File: src/rtl/ram_stream_writer_pkg.sv
// Shared types and handshake helper for the RAM stream writer slice.
package ram_stream_writer_pkg;

  localparam int unsigned DATA_W = 16;

  typedef enum logic [1:0] {
    ST_IDLE,
    ST_CMD,
    ST_DATA,
    ST_DRAIN
  } state_e;

  function automatic logic xfer(input logic trig, input logic rdy);
    return trig && rdy;
  endfunction

endpackage

File: src/rtl/ram_stream_fifo.sv
// Synchronous first-word-fall-through FIFO with registered empty/full flags.
// empty_next exposes the flag that will be registered at the next edge.
module ram_stream_fifo
  import ram_stream_writer_pkg::*;
#(
  parameter int unsigned DEPTH = 8
) (
  input  logic              clk,
  input  logic              rst,
  input  logic              push,
  input  logic              pop,
  input  logic [DATA_W-1:0] wdata,
  output logic [DATA_W-1:0] head,
  output logic              full,
  output logic              empty_next
);

  localparam int unsigned AW = $clog2(DEPTH);

  logic [DATA_W-1:0] mem_q [DEPTH];
  logic [AW-1:0]     wr_ptr_q, wr_ptr_d, rd_ptr_q, rd_ptr_d;
  logic [AW:0]       cnt_q, cnt_d;
  logic              empty_q, empty_d, full_q, full_d;
  logic              do_push, do_pop;

  always_comb begin
    do_push  = push && !full_q;
    do_pop   = pop && !empty_q;
    wr_ptr_d = wr_ptr_q + AW'(do_push);
    rd_ptr_d = rd_ptr_q + AW'(do_pop);
    cnt_d    = cnt_q + (AW+1)'(do_push) - (AW+1)'(do_pop);
    empty_d  = (cnt_d == '0);
    full_d   = (cnt_d == (AW+1)'(DEPTH));
  end

  always_ff @(posedge clk) begin
    if (rst) begin
      wr_ptr_q <= '0;
      rd_ptr_q <= '0;
      cnt_q    <= '0;
      empty_q  <= 1'b1;
      full_q   <= 1'b0;
    end else begin
      wr_ptr_q <= wr_ptr_d;
      rd_ptr_q <= rd_ptr_d;
      cnt_q    <= cnt_d;
      empty_q  <= empty_d;
      full_q   <= full_d;
    end
  end

  // Storage is flushed by the pointers alone, so it carries no reset.
  always_ff @(posedge clk) begin
    if (do_push) mem_q[wr_ptr_q] <= wdata;
  end

  assign head       = mem_q[rd_ptr_q];
  assign full       = full_q;
  assign empty_next = empty_d;

endmodule

File: src/rtl/ram_stream_writer.sv
// Buffers a word stream and writes it to RAMController as a run of
// consecutive BlockSize-word blocks.
module ram_stream_writer
  import ram_stream_writer_pkg::*;
#(
  parameter int unsigned BlockWidth = 21,
  parameter int unsigned BlockSize  = 16,
  parameter int unsigned CountWidth = 6,
  parameter int unsigned FifoDepth  = 8
) (
  input  logic                  clk,
  input  logic                  rst,
  input  logic                  start_trigger,
  output logic                  start_ready,
  input  logic [BlockWidth-1:0] start_block,
  input  logic [CountWidth-1:0] start_count,
  output logic                  done,
  input  logic                  in_valid,
  output logic                  in_ready,
  input  logic [DATA_W-1:0]     in_data,
  input  logic                  cmd_ready,
  output logic                  cmd_trigger,
  output logic [BlockWidth-1:0] cmd_block,
  output logic                  cmd_write,
  input  logic                  data_ready,
  output logic                  data_trigger,
  output logic [DATA_W-1:0]     data_write
);

  localparam int unsigned IdxW = $clog2(BlockSize);

  state_e                state_q, state_d;
  logic [BlockWidth-1:0] block_q, block_d;
  logic [CountWidth-1:0] remaining_q, remaining_d;
  logic [IdxW-1:0]       word_idx_q, word_idx_d;
  logic                  cmd_trigger_q, cmd_trigger_d;
  logic                  cmd_write_q, cmd_write_d;
  logic                  data_trigger_q, data_trigger_d;
  logic                  done_q, done_d;
  logic                  start_ready_q, start_ready_d;
  logic                  fifo_full, fifo_empty_next;

  ram_stream_fifo #(.DEPTH(FifoDepth)) u_fifo (
    .clk        (clk),
    .rst        (rst),
    .push       (in_valid),
    .pop        (data_trigger_q && data_ready),
    .wdata      (in_data),
    .head       (data_write),
    .full       (fifo_full),
    .empty_next (fifo_empty_next)
  );

  always_comb begin
    state_d       = state_q;
    block_d       = block_q;
    remaining_d   = remaining_q;
    word_idx_d    = word_idx_q;
    cmd_trigger_d = cmd_trigger_q;
    cmd_write_d   = cmd_write_q;
    done_d        = 1'b0;
    case (state_q)
      ST_IDLE: begin
        if (xfer(start_trigger, start_ready_q)) begin
          block_d     = start_block;
          remaining_d = start_count;
          if (start_count == '0) begin
            done_d = 1'b1;
          end else begin
            state_d       = ST_CMD;
            cmd_trigger_d = 1'b1;
            cmd_write_d   = 1'b1;
          end
        end
      end
      ST_CMD: begin
        if (xfer(cmd_trigger_q, cmd_ready)) begin
          cmd_trigger_d = 1'b0;
          cmd_write_d   = 1'b0;
          word_idx_d    = '0;
          state_d       = ST_DATA;
        end
      end
      ST_DATA: begin
        if (xfer(data_trigger_q, data_ready)) begin
          word_idx_d = word_idx_q + IdxW'(1);
          if (word_idx_q == IdxW'(BlockSize - 1)) begin
            block_d     = block_q + BlockWidth'(1);
            remaining_d = remaining_q - CountWidth'(1);
            state_d     = ST_DRAIN;
          end
        end
      end
      ST_DRAIN: begin
        // Controller raises cmd_ready again once the block write has landed.
        if (cmd_ready) begin
          if (remaining_q == '0) begin
            done_d  = 1'b1;
            state_d = ST_IDLE;
          end else begin
            state_d       = ST_CMD;
            cmd_trigger_d = 1'b1;
            cmd_write_d   = 1'b1;
          end
        end
      end
      default: state_d = ST_IDLE;
    endcase
    // Registered from next-cycle emptiness so it lines up with the FIFO head.
    data_trigger_d = (state_d == ST_DATA) && !fifo_empty_next;
    start_ready_d  = (state_d == ST_IDLE);
  end

  always_ff @(posedge clk) begin
    if (rst) begin
      state_q        <= ST_IDLE;
      block_q        <= '0;
      remaining_q    <= '0;
      word_idx_q     <= '0;
      cmd_trigger_q  <= 1'b0;
      cmd_write_q    <= 1'b0;
      data_trigger_q <= 1'b0;
      done_q         <= 1'b0;
      start_ready_q  <= 1'b0;
    end else begin
      state_q        <= state_d;
      block_q        <= block_d;
      remaining_q    <= remaining_d;
      word_idx_q     <= word_idx_d;
      cmd_trigger_q  <= cmd_trigger_d;
      cmd_write_q    <= cmd_write_d;
      data_trigger_q <= data_trigger_d;
      done_q         <= done_d;
      start_ready_q  <= start_ready_d;
    end
  end

  assign start_ready  = start_ready_q;
  assign done         = done_q;
  assign in_ready     = !fifo_full;
  assign cmd_trigger  = cmd_trigger_q;
  assign cmd_block    = block_q;
  assign cmd_write    = cmd_write_q;
  assign data_trigger = data_trigger_q;

endmodule

File: config.mk
export PLATFORM = sky130hd
export DESIGN_NAME = ram_stream_writer
export DESIGN_NICKNAME = d
export VERILOG_FILES = /design/src/rtl/ram_stream_writer_pkg.sv /design/src/rtl/ram_stream_fifo.sv /design/src/rtl/ram_stream_writer.sv
export SDC_FILE = /design/constraint.sdc
export NUM_CORES = 1
export LEC_CHECK = 0
export ABC_AREA = 0
export BUFFER_PORTS_ARGS = -buffer_cell sky130_fd_sc_hd__buf_2
export CAP_MARGIN = 10
export CORE_ASPECT_RATIO = 0.6
export CORE_MARGIN = 2
export CORE_UTILIZATION = 47
export DETAILED_ROUTE_END_ITERATION = 16
export PLACE_DENSITY_LB_ADDON = 0.2
export SYNTH_ARGS = -nofsm -noshare
export SYNTH_HDL_FRONTEND = slang
export SYNTH_SLANG_ARGS = --single-unit
File: constraint.sdc
create_clock -name clk -period 6.24 [get_ports clk]
set_clock_uncertainty 0.15 [all_clocks]
set_input_delay 0.312 -clock clk [delete_from_list [all_inputs] [get_ports clk]]
set_output_delay 0.312 -clock clk [all_outputs]
set_load 0.005 [all_outputs]
==> results.md, run 1 <==
- In the finished design, the share of the clock period the worst path needs comes to 0.488.
- The repair_antennas step left the layout with diodes totalling 0.
- The die width is 170 um.
- The height of the chip is 103 um.
- The insertion delay of the later-clocked pin in the worst-skew pair is 0.42 ns.
- The total overflow left after global routing is 0.
- The post-route antenna net violation count is 0.
- In this run the deepest clock path goes through 2 buffers.
- The post-CTS resize count is 0.
- The floorplan row count is 36.
- In this run, the number of DRC markers left after iteration 0 of detailed routing was 398.
- The worst setup timing slack at the placement stage is 3.54 ns.
- The maximum number of pins on one net before global-route repair is 42.
- During placement, the flow inserted port buffers numbering 91.
- The via count of the first global-routing pass is 4879.
- The initial antenna violation count is 0.
- Synthesis produced 556 cells.
- The die covers 17500 um2.
- The worst setup path is launched from a flop.
- The critical path starts at u_fifo.rd_ptr_q[0].
- The first detailed-routing pass ran for 5 iterations.
- The via density per instance is 5.69.
- Summed over all nets, the half-perimeter wirelength after detailed placement is 11000 um.
- The final number of hold-violating endpoints came to 0.
- The worst register-to-register path begins at state_q[0].
- Of all nets on the critical path, the largest fanout is 18.
- The number of register bits inferred by synthesis is 177.
- Summing all placed instances gives a cell area of 8440 um2.
- The headroom to the max-slew limit is 0.277.
- Summed over all instances, the cell type with the most area after synthesis is sky130_fd_sc_hd__edfxtp_1.
- The type of the worst min-delay path is primary input to flop.
- In the final design database the tool counted 724 nets.
- Data on the critical path arrives at its endpoint at 2.58 ns.
- The wire length of the first global-routing pass is 26200 um.
- Across all setup checks in the final design, the least slack found is 3.20 ns.
- The final standard cell area without fillers is 9100 um2.
- The cell sitting at the root of the clock tree is a sky130_fd_sc_hd__clkbuf_16.
- Measured on the finished design, the core utilization comes to 0.563.
- For this configuration, the core starts out at a cell density of 0.478.
- The post-synth net total is 622.
- STA classifies the critical path endpoint as a primary output.
- The area added between synthesis and finish is 17.8%.
- The top-level I/O count is 92.
- The fraction of layout cells with a size suffix above 1 is 0.301.
- Leaving out fill and tap cells, the most frequent cells in the layout are sky130_fd_sc_hd__edfxtp_1, sky130_fd_sc_hd__buf_2, sky130_fd_sc_hd__dfxtp_1.
- At the pin with the least slew margin, the transition time is 1.08 ns.
- The overall routed net length is 16700 um.
- The synthesized cell area is 7730 um2.
- The remaining routing DRC violations is 0.
- Setup violations remaining at the end of the flow were counted as 0.
- Max-cap violations in this run came to 0.
- Dividing the synthesized area by the synthesized cell count gives 13.9 um2.
- The largest voltage drop on the vdd net is 0.000166 V.
- In the post-synthesis netlist, the biggest area contributors are sky130_fd_sc_hd__edfxtp_1, sky130_fd_sc_hd__dfxtp_1, sky130_fd_sc_hd__mux4_2, sky130_fd_sc_hd__ha_1, sky130_fd_sc_hd__mux2_2.
- The analysis attributes to cell leakage a power of 3.22 nW.
- The launch point of the worst hold path is in_data[6].
- The count of flip-flops with a built-in enable after synthesis is 128.
- The fraction of post-synthesis cell area in the top cell type by area is 0.497.
- The mean routed wirelength per cell is 19.0 um.
- The total via count after detailed routing is 5004.
- Summing internal, switching and leakage power gives 3.17 mW.
- The most used flip-flop cell after synthesis is sky130_fd_sc_hd__edfxtp_1.
- In the global route stage, overall resource usage came out at 0.201.
- The max-slew violation total from the final report is 0.
- TritonCTS built the clock tree.
- For this run, the register share of the synthesized area comes to 0.624.
- The upper clock frequency limit is 329 MHz.
- The sum of negative setup slack is 0 ns.
- Buffers inserted during clock tree synthesis total 17.
- The routed design could run at a clock period as short as 3.04 ns.
- The count of synthesis-stage warnings from yosys is 0.
- The congestion estimate from routability-driven global placement came to 0.856.
- The share of synthesized registers carrying an async set or reset is 0.
- The area of the core is 16200 um2.
- In this run the number of H-tree levels came out at 4.
- The most frequent standard cell in the layout excluding fill and tap cells is sky130_fd_sc_hd__edfxtp_1.
- The number of different library cells used by synthesis comes to 69.
- Data on the critical path is required at its endpoint by 5.78 ns.
- The path type of the worst setup path is flop to primary output.
- The clock-pin transition on the worst setup and hold timing paths is 0.07 ns.
- The cell area power density is 348 nW/um2.
- For this design, the sink count on the clock tree is 177.
- Setup repair after global routing left no endpoint under its margin.
- For flop-to-flop paths, the worst setup slack is 3.42 ns.
- The count of buffers added by post-CTS timing repair for setup is 0.
- The flow ran to the end, and the final reports show no timing, DRC or antenna violations.
[cell families (layout without fill, tap and decap cells)]
| group | Yosys count | count (layout) | synth area share |
|---|---|---|---|
| mux | 51 | 51 | 0.121 |
| fa+ha+maj | 17 | 17 | 0.0285 |
| xor+xnor | 8 | 8 | 0.00906 |
| buf+inv | 48 | 163 | 0.0267 |
| simple gates | 150 | 150 | 0.103 |
| compound gates | 105 | 105 | 0.0879 |
| flops | 177 | 177 | 0.624 |
[power by group]
group	switching, mW	internal, mW
combinational	0.343	0.270
clock	0.451	0.595
sequential	0.108	1.40
[state kept, by name (all words and copies together) (netlist names)]
signal,count
cmd_write,1
remaining_q,6
cmd_block,21
done,1
u_fifo.rd_ptr_q,3
u_fifo.wr_ptr_q,3
word_idx_q,4
data_trigger,1
u_fifo.empty_q,1
state_q,2
u_fifo.full,1
u_fifo.cnt_q,4
start_ready,1
u_fifo.mem_q,128
[metrics by stage]
step | instances | hold slack (ns)
finish | 880 | 0.0151
global route | 880 | 0.0110
CTS | 880 | 0.00187
detailed placement | 840 | 0.346
global placement | 840 | 0.321
floorplan | 556 | 0.260
[critical path, stage by stage (launching register included)]
cell and delay, ns:
sky130_fd_sc_hd__dfxtp_2 0.69, sky130_fd_sc_hd__buf_4 0.45, sky130_fd_sc_hd__mux4_2 0.56, sky130_fd_sc_hd__mux2_2 0.30, sky130_fd_sc_hd__buf_2 0.13
[cell type report]
class,count,area [um2]
Sequential cell,177,4830
Inverter,19,71.3
Tap cell,209,262
Multi-Input combinational cell,331,2730
Clock inverter,14,153
Clock buffer,18,429
Timing Repair Buffer,112,633
Fill cell,1279,7070
[per-layer routing]
metal / GRT usage / vias to the layer above / part of all wire / routed length [um]
li1: - / 2342 / - / -
met2: 0.292 / 173 / 0.45 / 7490
met1: 0.298 / 2476 / 0.48 / 8060
met5: 0 / - / 0 / 0
met4: 0.0690 / 0 / 0.0088 / 147
met3: 0.0498 / 13 / 0.062 / 1050
[path summary, 6_finish.rpt]
kind                              to  depth (start not counted)
hold reg to reg       remaining_q[0]                          2
hold / removal    u_fifo.mem_q[7][6]                          1
setup / recovery       data_write[1]                          4
setup reg to reg       cmd_block[17]                          8
[synthesized netlist by cell type (all sizes together), types with 13 or more instances]
| library cell | number |
|---|---|
| edfxtp | 128 |
| dfxtp | 49 |
| nand2 | 40 |
| nor2 | 33 |
| a21oi | 32 |
| mux4 | 32 |
| o21ai | 29 |
| inv | 19 |
| buf | 18 |
| mux2 | 17 |
| ha | 16 |
| nand3 | 13 |
| nor2b | 13 |
[repair_timing]
item,4_1_cts,5_1_grt
endpoints found under the setup margin,0,0
hold buffers,8,0
endpoints found under the hold margin,47,0
No activity file was read; power rests on OpenSTA's default activity.
==> inputs of run 2 (changes only) <==
--- a/config.mk
+++ b/config.mk
@@ -5,7 +5,7 @@
 export SDC_FILE = /design/constraint.sdc
 export NUM_CORES = 1
 export LEC_CHECK = 0
-export ABC_AREA = 0
+export ABC_AREA = 1
 export BUFFER_PORTS_ARGS = -buffer_cell sky130_fd_sc_hd__buf_2
 export CAP_MARGIN = 10
 export CORE_ASPECT_RATIO = 0.6
==> constraint.sdc (replaced) <==
create_clock -name clk -period 2.95 [get_ports clk]
set_clock_uncertainty 0.15 [all_clocks]
set_input_delay 0.1475 -clock clk [delete_from_list [all_inputs] [get_ports clk]]
set_output_delay 0.1475 -clock clk [all_outputs]
set_load 0.005 [all_outputs]
==> run 2 against run 1 <==
Net effect: cell count increased by 39%; combinational power increased by 130%; register-to-register slack got worse by 2.7 ns; worst hold slack improved by 0.0093 ns; synthesized cell count increased by 53%; critical endpoint unchanged; largest cell class unchanged; largest power group unchanged.
==> results.md, run 2 <==
- The number of iterations in the first detailed-routing pass is 5 (unchanged).
- The final worst-path cycle share is 0.810.
- The fraction of post-synthesis cell area in the top cell type by area came to 0.480 (-0.0175).
- The unique cell type count in the Yosys netlist came to 41 (-41%).
- The remaining routing DRC violations was 0 (unchanged).
- The routability congestion estimate is 0.849 (-0.86%).
- The number of buffers inserted during clock tree synthesis is 17 (unchanged).
- Counting I/O delays and the setup requirement, the final critical path takes 2.39 ns.
- The reg-to-reg endpoint is done.
- The overall routed net length came to 18800 um (+12%).
- The path with the worst hold slack has its endpoint at cmd_block[4].
- The type of the worst min-delay path is primary input to flop.
- The share of synthesized registers carrying an async set or reset came to 0 (unchanged).
- The most used flip-flop cell after synthesis is sky130_fd_sc_hd__edfxtp_1.
- The count of non-filler cells in the finished layout is 1222 (+39%).
- The via density per instance is 5.09 (-10%).
- Routed signal wires occupy layers up through met4.
- The floorplan row count is 36 (unchanged).
- The area of the die came to 18100 um2 (+3.5%).
- The sum of negative setup slack is 0 ns (unchanged).
- The largest voltage drop on the vdd net is 0.000338 V (+100%).
- The count of flip-flops with a built-in enable after synthesis came to 128 (unchanged).
- The fill cell instance count of the final layout is 1431 (+12%).
- The max-slew violation total from the final report came to 0 (unchanged).
- The flip-flop count of the largest register after layout is 128 (unchanged).
- The area of the core came to 16400 um2 (+1.7%).
- Tracing the worst setup path back leads to its startpoint at u_fifo.rd_ptr_q[1].
- The largest fanout of any net on the critical path was 19 (+1).
- The maximum number of pins on one net before global-route repair is 45 (+7.1%).
- The total of max-cap violations is 0 (unchanged).
- The wire length of the first global-routing pass is 30400 um (+16%).
- The clock-pin transition on the worst setup and hold timing paths is 0.07 ns (about the same).
- Of all cell types, the one taking the most synthesized area is sky130_fd_sc_hd__edfxtp_1.
- The category of the worst setup path launch point is a flop.
- The post-synth net total came to 914 (+47%).
- The number of register bits inferred by synthesis came to 177 (unchanged).
- The fraction of layout cells with a size suffix above 1 came to 0.168 (-0.133).
- The top-level I/O count is 92 (unchanged).
- The total track usage was 0.214 (+0.0135).
- The final standard cell area without fillers is 9770 um2 (+7.3%).
- The TritonCTS sink count is 177 (unchanged).
- The sum of met3 wire segment lengths after detailed routing came to 1070 um (+2.7%).
- The combined buffer and inverter count along the critical path is 4 (+2).
- The largest delay contributor family on the critical path is buffers and inverters.
- The remaining global-route overflow was 0 (unchanged).
- The worst-case reg-to-reg path depth is 9 (+1).
- The actual slew at the worst max-slew pin came to 0.487 ns (-0.596 ns).
- The path type of the worst setup path is flop to primary output.
- The number of inserted diodes was 0 (unchanged).
- The final number of hold-violating endpoints is 0 (unchanged).
- Setup repair after global routing left no endpoint under its margin.
- The cell area reported after detailed placement is 8720 um2 (+3.3%).
- The post-synthesis instance total is 848 (+53%).
- u_fifo.mem_q holds more flip-flops than any other register.
- The top cell types in the final layout, fill and taps aside, are sky130_fd_sc_hd__nor2_1, sky130_fd_sc_hd__nand2_1, sky130_fd_sc_hd__edfxtp_1.
- The post-route antenna net violation count came to 0 (unchanged).
- The CTS tree is yes.
- The mean routed wirelength per cell is 15.4 um (-19%).
- Compared with the post-synthesis result, the final layout area differs by 21.9%.
- The cell total after placement was 1146 (+36%).
- The critical path's largest stage delay was 0.32 ns (-0.37 ns).
- The number of nets in the layout came to 1047 (+45%).
- The commonest cells after synthesis are sky130_fd_sc_hd__nor2_1, sky130_fd_sc_hd__nand2_1, sky130_fd_sc_hd__edfxtp_1, sky130_fd_sc_hd__o21ai_0, sky130_fd_sc_hd__inv_1.
- The launch point of the worst reg-to-reg path is remaining_q[0].
- By instance count, the cell type seen most on the critical path is sky130_fd_sc_hd__buf_4.
- The sequential share of the synthesized area is 0.602 (-0.0219).
- Walking the worst path, the cells encountered are buf_4, inv_1, buf_4, o21ai_0, o22ai_1, nor2_1, a31oi_1, buf_2.
- The number of cells on the worst hold path is 4 (+3).
- STA classifies the critical path endpoint as a primary output.
- The setup-violating endpoint count in the final report is 0 (unchanged).
- The upper clock frequency limit is 418 MHz.
- The amount of wire on met2 after detailed routing is 7640 um (+2.0%).
- The insertion delay of the later-clocked pin in the worst-skew pair is 0.42 ns (about the same).
- The root buffer selected by CTS is sky130_fd_sc_hd__clkbuf_16.
- The synthesized cell area came to 8010 um2 (+3.6%).
- The number of buffer cells added on primary ports is 91 (unchanged).
- The die width is 173 um (+1.8%).
- The data arrival time of the critical path is 2.09 ns (-0.49 ns).
- The initial antenna violation count was 0 (unchanged).
- The required time of the critical path is 2.65 ns (-3.13 ns).
- The launch point of the worst hold path is start_block[4].
- The HPWL after detailed placement was 11800 um (+7.1%).
- The count of synthesis-stage warnings from yosys came to 0 (unchanged).
- The number of violations reported at the end of detailed-routing iteration 0 is 563 (+41%).
- The H-tree depth is 4 (unchanged).
- The most frequent cell after synthesis is sky130_fd_sc_hd__nor2_1.
- The routed metal-1 wire length was 9900 um (+23%).
- The initial cell density of the core is 0.487 (+0.00926).
- The static leakage is 3.65 nW (+13%).
- The cell area power density is 709 nW/um2 (+100%).
- Yosys attributes the largest share of cell area to sky130_fd_sc_hd__edfxtp_1, sky130_fd_sc_hd__dfxtp_1, sky130_fd_sc_hd__nor2_1, sky130_fd_sc_hd__nand2_1, sky130_fd_sc_hd__o21ai_0.
- The slowest stage of the critical path belongs to the cell sky130_fd_sc_hd__dfxtp_1.
- The flow ran to the end, and the final reports show no timing, DRC or antenna violations.
- The worst setup slack for register-to-register paths is 0.73 ns (-2.69 ns).
- The headroom to the max-slew limit was 0.672 (+0.395).
- The buffer levels on the longest clock path is 2 (unchanged).
- The count of buffers added by post-CTS timing repair for setup is 0 (unchanged).
- The height of the chip came to 105 um (+1.7%).
- The total via count after detailed routing was 6226 (+24%).
- The via count of the first global-routing pass is 5803 (+19%).
- The most frequent standard cell in the layout excluding fill and tap cells is sky130_fd_sc_hd__nor2_1.
- The post-synthesis area per instance is 9.45 um2 (-32%).
run 2: area by class of cell:
class                   instances  area (um2)  share of cell area
well taps                     228         285              0.0292
clock buffers                  17         425              0.0436
multi-input cells             576        2790               0.286
flip-flops and latches        177        4830               0.494
clock inverters                15         184              0.0188
inverters                      56         213              0.0218
repair buffers                153        1040               0.107
run 2: per-layer routing:
layer | global-route usage | vias up
li1 | - | 3153
met1 | 0.334 | 2889
met2 | 0.295 | 168
met3 | 0.0480 | 16
met4 | 0.0617 | 0
met5 | 0 | -
run 2: how the worst max path moves through the flow:
| stage | to | slack (ns) | cells past startpoint |
|---|---|---|---|
| floorplan | data_trigger | 0.89 | 13 |
| global placement | data_trigger | 0.81 | 13 |
| detailed placement | data_trigger | 0.78 | 13 |
| CTS | data_write[0] | 0.57 | 7 |
| global route | data_write[0] | 0.40 | 7 |
| finish | data_write[1] | 0.56 | 8 |
run 2: logic make-up after synthesis:
family	Yosys count	share of synthesized area
and+or+nand+nor	378	0.194
DFF	177	0.602
AOI/OAI and AO/OA	175	0.120
buffers and inverters	95	0.0498
adders and majority gates	17	0.0275
xor gates and xnor gates	6	0.00656
run 2: timing repair:
| action | in CTS | in global routing |
|---|---|---|
| setup endpoints to repair | 0 | 0 |
| resized for setup | 0 | 0 |
| endpoints found under the hold margin | 155 | 0 |
| hold buffers | 44 | 0 |
run 2: report_power, final:
| group | internal (mW) | total [mW] | leakage [nW] | switching [mW] |
|---|---|---|---|---|
| clock network | 1.29 | 2.32 | 0.300 | 1.03 |
| logic | 0.532 | 1.40 | 1.79 | 0.867 |
| registers | 2.98 | 3.21 | 1.56 | 0.232 |
run 2: tightest hold or removal path, delay by kind of cell:
kind	cells	cell delay, ns
AOI/OAI and AO/OA	3	0.33
buffers and inverters	1	0.08
run 2: metrics by stage:
stage	power [mW]	hold slack, ns	utilization	worst slack [ns]
after floorplan	4.14	0.0964	-	0.889
after CTS	6.97	0.00848	0.594	0.570
after detailed placement	4.60	0.271	0.530	0.780
final	6.93	0.0243	0.594	0.560
after global routing	7.32	0.0694	0.594	0.399
after global placement	4.58	0.280	0.530	0.811
==> inputs of run 3 (changes only) <==
--- a/config.mk
+++ b/config.mk
@@ -5,7 +5,7 @@
 export SDC_FILE = /design/constraint.sdc
 export NUM_CORES = 1
 export LEC_CHECK = 0
-export ABC_AREA = 1
+export ABC_AREA = 0
 export BUFFER_PORTS_ARGS = -buffer_cell sky130_fd_sc_hd__buf_2
 export CAP_MARGIN = 10
 export CORE_ASPECT_RATIO = 0.6
==> constraint.sdc (replaced) <==
create_clock -name clk -period 2.3 [get_ports clk]
set_clock_uncertainty 0.15 [all_clocks]
set_input_delay 0.115 -clock clk [delete_from_list [all_inputs] [get_ports clk]]
set_output_delay 0.115 -clock clk [all_outputs]
set_load 0.005 [all_outputs]
==> run 3 against run 2 <==
Net effect: global-route usage is 1.2 points lower; register-to-register slack got worse by 0.66 ns; sequential share of layout area is 0.21 points higher; worst hold slack improved by 0.022 ns; critical path type unchanged; critical endpoint is now data_write[3]; highest routed layer unchanged.
==> results.md, run 3 (synthesized netlist as in run 1, its figures left out) <==
- The run finished with clean final reports.
- The fraction of met1 tracks used by global routing is 0.294 (-0.0398).
- The number of buffer cells added on primary ports is 91 (unchanged).
- The category of the worst setup path capture point is a primary output.
- The library cell used most frequently in the layout, excluding fill and tap cells, is sky130_fd_sc_hd__edfxtp_1.
- The sum of negative setup slack is 0 ns (unchanged).
- For this design, the slowest cell found on the critical path is sky130_fd_sc_hd__mux4_2.
- The HPWL after detailed placement is 10800 um (-8.3%).
- The CTS tree is yes.
- The number of buffers inserted during clock tree synthesis was 17 (unchanged).
- The fraction of met3 tracks used by global routing came to 0.0491 (+0.00105).
- The flip-flop count of the largest register after layout is 128 (unchanged).
- The total of max-cap violations came to 0 (unchanged).
- The worst setup slack for register-to-register paths is 0.07 ns (-0.66 ns).
- The die width is 170 um (-1.7%).
- The via density per instance came to 5.53 (+8.6%).
- The remaining global-route overflow is 0 (unchanged).
- The number of violations reported at the end of detailed-routing iteration 0 came to 448 (-20%).
- The largest voltage drop on the vdd net is 0.000496 V (+47%).
- The total via count after detailed routing is 5167 (-17%).
- Walking the worst path, the cells encountered are clkbuf_16, mux4_2, mux2_2, buf_2.
- The clock-pin transition on the worst setup and hold timing paths was 0.07 ns (about the same).
- The initial cell density of the core is 0.478 (-0.00926).
- The TritonCTS sink count was 177 (unchanged).
- The final number of hold-violating endpoints came to 0 (unchanged).
- The buffer levels on the longest clock path is 2 (unchanged).
- The height of the chip is 103 um (-1.7%).
- The critical path is of the flop to primary output type.
- The maximum number of pins on one net before global-route repair is 37 (-18%).
- The via count of the first global-routing pass is 5033 (-13%).
- The area of the die was 17500 um2 (-3.4%).
- The max-slew violation total from the final report is 0 (unchanged).
- The minimum clock period after layout is 2.24 ns.
- The area of the core is 16200 um2 (-1.6%).
- The most crowded layer after global routing is met2.
- The total track usage is 0.203 (-0.0118).
- The required time of the critical path is 2.04 ns (-0.61 ns).
- The static leakage was 3.50 nW (-4.3%).
- In the layout the commonest cells are sky130_fd_sc_hd__edfxtp_1, sky130_fd_sc_hd__buf_2, sky130_fd_sc_hd__dfxtp_1.
- The number of nets in the layout is 778 (-26%).
- The routability congestion estimate is 0.833 (-1.8%).
- The root buffer selected by CTS is sky130_fd_sc_hd__clkbuf_16.
- The count of buffers added by post-CTS timing repair for setup is 0 (unchanged).
- The post-route antenna net violation count is 0 (unchanged).
- The largest fanout of any net on the critical path is 12 (-7).
- The number of inserted diodes is 0 (unchanged).
- The number of cells on the worst hold path was 5 (+1).
- The cell area reported after detailed placement was 8610 um2 (-1.2%).
- Setup repair after global routing could not meet its margin everywhere.
- The total chip power is 8.87 mW (+28%).
- The register containing the most flip-flops in the final layout is u_fifo.mem_q.
- The final standard cell area without fillers came to 9730 um2 (-0.37%).
- The initial antenna violation count was 0 (unchanged).
- In this run the worst hold path is classified as primary input to flop.
- The headroom to the max-slew limit is 0.698 (+0.0259).
- The H-tree depth came to 4 (unchanged).
- The data arrival time of the critical path was 1.97 ns (-0.12 ns).
- The critical path's largest stage delay is 0.51 ns (+0.19 ns).
- The number of iterations in the first detailed-routing pass is 5 (unchanged).
- The cell area power density is 911 nW/um2 (+28%).
- The remaining routing DRC violations is 0 (unchanged).
- The mean routed wirelength per cell is 18.2 um (+18%).
- The actual slew at the worst max-slew pin is 0.448 ns (-0.0385 ns).
- The area added between synthesis and finish is 25.9%.
- The worst setup path is launched from a flop.
- The worst-case reg-to-reg path depth is 10 (+1).
- The upper clock frequency limit is 447 MHz.
- In the finished design, the share of the clock period the worst path needs comes to 0.972.
- The met2 usage in global routing is 0.307 (+0.0119).
- The wire length of the first global-routing pass came to 26800 um (-12%).
- The floorplan row count is 36 (unchanged).
- The top-level I/O count is 92 (unchanged).
- The fraction of layout cells with a size suffix above 1 is 0.312 (+0.144).
- The setup-violating endpoint count in the final report came to 0 (unchanged).
- The insertion delay of the later-clocked pin in the worst-skew pair is 0.42 ns (about the same).
- The post-route core utilization is 0.602 (+0.00769).
- The overall routed net length is 17000 um (-9.6%).
[run 3: cell count changes in the layout (fill, tap and decap cells not counted), sizes merged, moves of 7 or more]
cell | before | now
nor2 | 199 | 33
nor2b | 0 | 13
and2 | 1 | 8
nand2 | 138 | 40
o22ai | 19 | 1
nor3 | 4 | 12
mux4 | 0 | 32
o21ai | 95 | 29
a31oi | 18 | 6
buf | 109 | 120
nand3 | 29 | 13
mux2 | 0 | 17
inv | 66 | 27
[run 3: cell type report]
cell class,instances,area (um2)
Fill cell,1236,6440
Sequential cell,177,4830
Multi-Input combinational cell,331,2770
Timing Repair Buffer,166,1210
Clock buffer,18,429
Tap cell,209,262
Clock inverter,14,169
Inverter,19,71.3
[run 3: report_power, final]
part           switching [mW]  leakage (nW)  internal, mW
Combinational           0.977          1.65         0.899
Clock                    1.26         0.284          1.64
Sequential              0.287          1.56          3.81
Total                    2.52          3.50          6.35
[run 3: through the flow]
stage,std cells,hold slack [ns],worst slack (ns)
detailed placement,856,0.245,0.00411
finish,934,0.0463,0.0646
global placement,856,0.227,0.0869
floorplan,556,0.0634,0.0695
global route,934,0.0743,-0.0686
CTS,933,0.0363,0.0103
[run 3: path summary, 6_finish.rpt]
check,start,end
setup / recovery,u_fifo.rd_ptr_q[0],data_write[3]
hold / removal,start_block[20],cmd_block[20]
setup reg to reg,data_trigger,data_trigger
hold reg to reg,remaining_q[0],remaining_q[0]
[run 3: worst max-delay path, delay by kind of cell (launching register included)]
family	cells	cell delay, ns
buffers and inverters	2	0.33
flip-flops	1	0.41
multiplexers	2	0.80
[run 3: timing repair]
action,CTS,global route
hold buffers,45,0
resized for setup,1,10
pin swaps,0,2
endpoints found under the setup margin,1,18
gates cloned,0,1
endpoints found under the hold margin,156,0
[run 3: metal layers]
metal  routed length [um]  up-vias
li1                     -     2446
met1                 8180     2543
met2                 7630      166
met3                 1030       12
met4                  144        0
met5                    0        -
